### src/rtl/grover_diffusion_stage.sv
// grover_diffusion_stage: Grover inversion-about-mean over one complex amplitude vector.
// Define GROVER_ORACLE_EN to negate the marked amplitude (saturated) as the vector is captured.
module grover_diffusion_stage #(
   parameter int sample_size    = 4,
   parameter int complexnum_bit = 24
) (
   input  logic                             clk,
   input  logic                             rst,
   input  logic                             start,
   input  logic signed [complexnum_bit-1:0] in [sample_size],
   input  logic [$clog2(sample_size)-1:0]   marked_idx,
   output logic                             busy,
   output logic signed [complexnum_bit-1:0] out [sample_size],
   output logic                             out_valid
);
   localparam int H  = complexnum_bit / 2;
   localparam int L  = $clog2(sample_size);
   localparam int AW = H + L;

   typedef enum logic [2:0] {IDLE, SUM, MEAN, APPLY, DONE} state_t;

   state_t                           state_q, state_d;
   logic [L-1:0]                     idx_q, idx_d;
   logic [AW-1:0]                    acc_re_q, acc_re_d, acc_im_q, acc_im_d;
   logic [H-1:0]                     mean_re_q, mean_re_d, mean_im_q, mean_im_d;
   logic signed [complexnum_bit-1:0] buf_q [sample_size];
   logic signed [complexnum_bit-1:0] buf_d [sample_size];
   logic signed [complexnum_bit-1:0] out_q [sample_size];
   logic signed [complexnum_bit-1:0] out_d [sample_size];
   logic                             busy_q, busy_d, out_valid_q, out_valid_d;
   logic [H-1:0]                     cur_re, cur_im;
   logic                             last;

   function automatic logic [H+1:0] ext(input logic [H-1:0] x);
      return {{2{x[H-1]}}, x};
   endfunction

   // In range when the top three bits agree; otherwise clamp toward the sign.
   function automatic logic [H-1:0] sat(input logic [H+1:0] v);
      return (v[H+1:H-1] == 3'b000 || v[H+1:H-1] == 3'b111) ? v[H-1:0] : {v[H+1], {(H-1){~v[H+1]}}};
   endfunction

   always_comb begin
      state_d   = state_q;
      idx_d     = idx_q;
      acc_re_d  = acc_re_q;
      acc_im_d  = acc_im_q;
      mean_re_d = mean_re_q;
      mean_im_d = mean_im_q;
      buf_d     = buf_q;
      out_d     = out_q;
      cur_re    = buf_q[idx_q][complexnum_bit-1:H];
      cur_im    = buf_q[idx_q][H-1:0];
      last      = idx_q == L'(sample_size - 1);
      unique case (state_q)
         IDLE: if (start) begin
            state_d  = SUM;
            idx_d    = '0;
            acc_re_d = '0;
            acc_im_d = '0;
            for (int k = 0; k < sample_size; k++) begin
               buf_d[k] = in[k];
`ifdef GROVER_ORACLE_EN
               if (marked_idx == L'(k))
                  buf_d[k] = {sat(-ext(in[k][complexnum_bit-1:H])), sat(-ext(in[k][H-1:0]))};
`endif
            end
         end
         SUM: begin
            acc_re_d = acc_re_q + {{L{cur_re[H-1]}}, cur_re};
            acc_im_d = acc_im_q + {{L{cur_im[H-1]}}, cur_im};
            idx_d    = idx_q + 1'b1;
            state_d  = last ? MEAN : SUM;
         end
         MEAN: begin
            mean_re_d = acc_re_q[AW-1:L];
            mean_im_d = acc_im_q[AW-1:L];
            state_d   = APPLY;
         end
         APPLY: begin
            out_d[idx_q] = {sat({mean_re_q[H-1], mean_re_q, 1'b0} - ext(cur_re)),
                            sat({mean_im_q[H-1], mean_im_q, 1'b0} - ext(cur_im))};
            idx_d        = idx_q + 1'b1;
            state_d      = last ? DONE : APPLY;
         end
         DONE:    state_d = IDLE;
         default: state_d = IDLE;
      endcase
      busy_d      = state_d != IDLE;
      out_valid_d = state_q == DONE;
   end

   always_ff @(posedge clk or posedge rst) begin
      if (rst) begin
         state_q     <= IDLE;
         idx_q       <= '0;
         acc_re_q    <= '0;
         acc_im_q    <= '0;
         mean_re_q   <= '0;
         mean_im_q   <= '0;
         buf_q       <= '{default: '0};
         out_q       <= '{default: '0};
         busy_q      <= 1'b0;
         out_valid_q <= 1'b0;
      end else begin
         state_q     <= state_d;
         idx_q       <= idx_d;
         acc_re_q    <= acc_re_d;
         acc_im_q    <= acc_im_d;
         mean_re_q   <= mean_re_d;
         mean_im_q   <= mean_im_d;
         buf_q       <= buf_d;
         out_q       <= out_d;
         busy_q      <= busy_d;
         out_valid_q <= out_valid_d;
      end
   end

   assign busy      = busy_q;
   assign out_valid = out_valid_q;
   assign out       = out_q;
endmodule

### config.mk
export PLATFORM = sky130hd
export DESIGN_NAME = grover_diffusion_stage
export DESIGN_NICKNAME = d
export VERILOG_FILES = /design/src/rtl/grover_diffusion_stage.sv
export SDC_FILE = /design/constraint.sdc
export NUM_CORES = 1
export LEC_CHECK = 0
export BUFFER_PORTS_ARGS = -buffer_cell sky130_fd_sc_hd__buf_4
export CELL_PAD_IN_SITES_DETAIL_PLACEMENT = 0
export CELL_PAD_IN_SITES_GLOBAL_PLACEMENT = 2
export CORE_ASPECT_RATIO = 0.5
export CORE_MARGIN = 5
export CORE_UTILIZATION = 40
export CTS_CLUSTER_DIAMETER = 200
export CTS_CLUSTER_SIZE = 30
export DETAILED_ROUTE_END_ITERATION = 8
export HOLD_SLACK_MARGIN = 0.06
export PLACE_DENSITY = 0.82
export REMOVE_ABC_BUFFERS = 1
export SLEW_MARGIN = 5
export SYNTH_ARGS = -nofsm -noshare
export SYNTH_HDL_FRONTEND = slang
export SYNTH_SLANG_ARGS = --single-unit
### constraint.sdc
create_clock -name clk -period 26.2 [get_ports clk]
set_input_delay 5.24 -clock clk [delete_from_list [all_inputs] [get_ports clk]]
set_output_delay 5.24 -clock clk [all_outputs]
set_load 0.01 [all_outputs]
# [Yosys cells after proc, flatten, opt, wreduce, memory -nomap -nowiden]
# Cells that the tools add are included.
[totals] inputBits=101 elab_cells=64 out_inout_bits=98 ff_bits=251
[classes] n_bitwise=3 n_lt_le_gt_ge=2 addsub=5 reduce_logical=13 n_eq_ne=8 n_mux=17
[op_table] cell="96-bit bitwise mux" count=1
[op_table] cell="24-bit two-way mux" count=3
[op_table] cell="14-bit case mux with 2 select lines" count=2
[op_table] cell="24-bit binary-select mux with 2-bit select" count=1
[op_table] cell="24-bit demux with 2-bit select" count=1
[op_table] cell="14-bit adder" count=2
[op_table] cell="13-bit by 12-bit subtractor with 14-bit output" count=2
[op_table] cell="12-bit two-way mux" count=2
[op_table] cell="14-bit two-way mux" count=1
[op_table] cell="3-bit case mux with 4 select lines" count=1
[op_table] cell="3-bit == test (second input constant)" count=3
[op_table] cell="3-bit zero test" count=3
[op_table] cell="3-bit by 2-bit == test with 1-bit output (second input constant)" count=2
[op_table] cell="3-bit two-way mux" count=2
[op_table] cell="2-bit AND reduction" count=3
[op_table] cell="2-bit two-way mux" count=2
[op_table] cell="2-bit case mux with 2 select lines" count=1
[op_table] cell="2-bit nonzero test" count=2
[op_table] cell="3-bit by 1-bit == test with 1-bit output (second input constant)" count=1
[op_table] cell="3-bit greater-or-equal comparator (second input constant)" count=1
[op_table] cell="3-bit by 1-bit less-than comparator with 1-bit output (second input constant)" count=1
[op_table] cell="2-bit inverter with 3-bit output" count=1
[op_table] cell="3-bit nonzero test" count=1
[op_table] cell="2-bit by 1-bit adder with 2-bit output (second input constant)" count=1
[op_table] cell="6 further kinds" count=8

# [Longest topological paths before layout]
[depth] ltp_word=9 mapped_depth=15 ltp_nobuf=14

# [Least setup slack after synthesis]
# OpenSTA, ideal clock, no wires.
[synth_path] path_type="input -> register" start="input port start" end="register buf_q[10] (netlist bit)" n_path_buf=3 required_ps=26075 arrival_ps=6767 cell_stages=5 setup_time_ps=125 setup_slack_ps=19308 cell_sequence="nor4b_1 > clkbuf_1 > clkbuf_1 > buf_1 > mux2_2"
[synth_via] elab_chain_cells=1
[synth_lines] item="start: declaration" line="9" rtl="input logic start,"
[synth_lines] item="2-bit AND reduction (no source line)"
[synth_lines] item="end signal: assignment" line="112" rtl="buf_q <= buf_d;"
[synth_lines] item="end: declaration" line="26" rtl="logic signed [complexnum_bit-1:0] buf_q [sample_size];"
# No other way between the ends.
# A chain may end at the register's enable or synchronous reset.

# [Final worst setup path]
[layout_path] start="input port start" end="register buf_q[18] (netlist bit)"
# The elaborated chain is that of the path after synthesis.

==> out/metrics.yaml <==
wire_per_inst_um: 18.64
postCtsSetupRepairBufs: 0
hold_class: "register to register"
outcome: "finished clean"
yosysSeqAreaShare: 0.5060
multiInputGateArea_sq_mm: 0.005781
crit_path_frequent_cell: "buf_4"
path_cells: "buf_4 -> nor4b_2 -> buf_4 -> buf_4 -> mux2_2"
grt_max_degree: 126
die_h_um: 134.6
syn_to_final_growth_pct: 18.24
instances_no_fill: 1681
setup_ws_ps: 19350
period_needed_ps: 6849
crit_path_end_kind: "register"
grt_pass1_wl_um: 50130
ys_ff_latch: 251
place_congestion: 0.8045
place_ws_ps: 18860
cts_tree: "done"
nFillCells: 2836
syn_avg_cell_area_sq_um: 11.44
startpoint_type: "primary input"
ys_dominant_reg_cell: "dfrtp_1"
cts_root_buf: "clkbuf_16"
grtUsageTotal: 0.1774
vias: 8745
crit_path_max_incr_delay_ps: 700
clockBufferDepth: 3
cap_violations: 0
rsz0062_at_grt: "false"
arrival_ps: 7200
die_area_sq_mm: 0.03487
path_delay_family: "buffers and inverters"
grt_antenna_before_repair: 1
worst_slew_pin_slew_ps: 1089
crit_required_ps: 26550
io_buffers: 196
antenna_left: 0
drc: 0
initial_core_util: 0.4075
rows: 45
clock-sinks: 251
cts_hold_buf: 0
slew_violations: 0
htreeDepth: 1
yosys_warnings: 0
place_hpwl_um: 23150
drt_wl_total_um: 31340
min_period_over_period: 0.2614
nNetsFinal: 1416
synth-async-reset-ratio: 1.000
worstSetupPathType: "primary input to register"
drt_iter0_markers: 423
clock_latency_ps: 510
first_pass_iters: 5
slew_headroom: 0.2646
gr-total-overflow: 0
layout_commonest_cell: "dfrtp_1"
final.setup_skew_ps: 52.71
core_sq_mm: 0.03046
synth_edf_count: 0
fin_setup_tns_ps: 0
fmax_ghz: 0.1460
die_width_um: 259.1
ios: 199
first_global_vias: 8909
critical_path.max_fanout: 60
synth_cells: 1085
mostFrequentLayoutCells: "dfrtp_1 (250), buf_4 (210), mux2_2 (120), nand2_1 (119), o21ai_0 (92)"
critPathSlowestCell: "buf_4"
placed_cells: 1666
clk_pin_slew_worst_paths_ps: 110
syn_area_sq_mm: 0.01241
crit_buf_inv: 3
setup_viol_count_final: 0
cts_buffers: 12
diodes: 0
layout-drive-gt1-share: 0.3037
regArea_sq_mm: 0.006282
viasPerCell: 5.202
yosysUniqueCellTypes: 59
hold_violations: 0
cts_resized: 0
## final timing paths
path | start | endpoint | slack, ps | cells after the start
worst min register to register | out[57] | out[57] | 490 | 2
max in group asynchronous | rst | buf_q[78] | 19950 | 3
worst min-delay path | out[57] | out[57] | 490 | 2
worst max-delay path | start | buf_q[18] | 19350 | 5
min in group asynchronous | rst | out[14] | 4840 | 2
worst max register to register | idx_q[0] | out[73] | 21440 | 12
## routing by layer
layer  GRT usage  vias to the layer above  part of all wire
met1      0.2589                     4354              0.49
met4     0.02181                        0             0.011
met5           0                        -                 0
li1            -                     4234                 -
met2      0.2896                      138              0.46
met3     0.02952                       19             0.040
## state kept, by name (all words and copies together) (netlist names), 2 cells and up
name,count
acc_re_q,14
mean_im_q,12
state_q,3
buf_q,96
acc_im_q,14
out,96
idx_q,2
mean_re_q,12
## area by class of cell
type / count / share of cell area
Tap cell: 423 / 0.03606
Inverter: 40 / 0.01074
Multi-Input combinational cell: 742 / 0.3939
Sequential cell: 251 / 0.4281
Clock buffer: 14 / 0.02242
Clock inverter: 1 / 0.001364
Timing Repair Buffer: 210 / 0.1074
## synth_stat cells, drive strengths merged (15+ instances only)
library cell / n / share of area
a21oi: 32 / 0.013
buf: 15 / 0.0062
clkbuf: 37 / 0.011
dfrtp: 251 / 0.51
ha: 54 / 0.054
inv: 40 / 0.012
mux2: 120 / 0.11
mux4: 23 / 0.042
nand2: 119 / 0.036
nor2: 44 / 0.013
nor3: 20 / 0.0090
o21a: 17 / 0.010
o21ai: 96 / 0.039
o31ai: 44 / 0.027
xnor2: 20 / 0.014
xor2: 17 / 0.012
## logic make-up after synthesis
group           after synthesis  synth area share
fa+ha+maj                    58           0.06089
flops                       251            0.5060
simple gates                243           0.08921
buf+inv                      92           0.02954
compound gates              259            0.1360
mux                         145            0.1522
xor+xnor                     37           0.02611
## worst reg2reg max path: stages (launching register included)
cell	delay, ps
dfrtp_2	360
buf_4	460
mux4_2	770
inv_1	150
ha_1	250
nand3b_1	100
o221ai_1	160
o31a_1	350
o311ai_0	390
nor3b_1	490
o21ai_2	200
a21boi_0	780
o31ai_1	160
## stage by stage
stage          area [sq um]  utilization  hold WS, ps
4_1_cts               14680       0.4818        493.3
3_5_place_dp          14330       0.4703        467.1
2_1_floorplan         12200            -        472.3
3_3_place_gp          14330       0.4703        463.1
6_report              14680       0.4818        487.8
5_1_grt               14680       0.4818        518.6
Power is not shown: default switching activity piles up to over one toggle a cycle in this logic, so the estimate is an artifact.
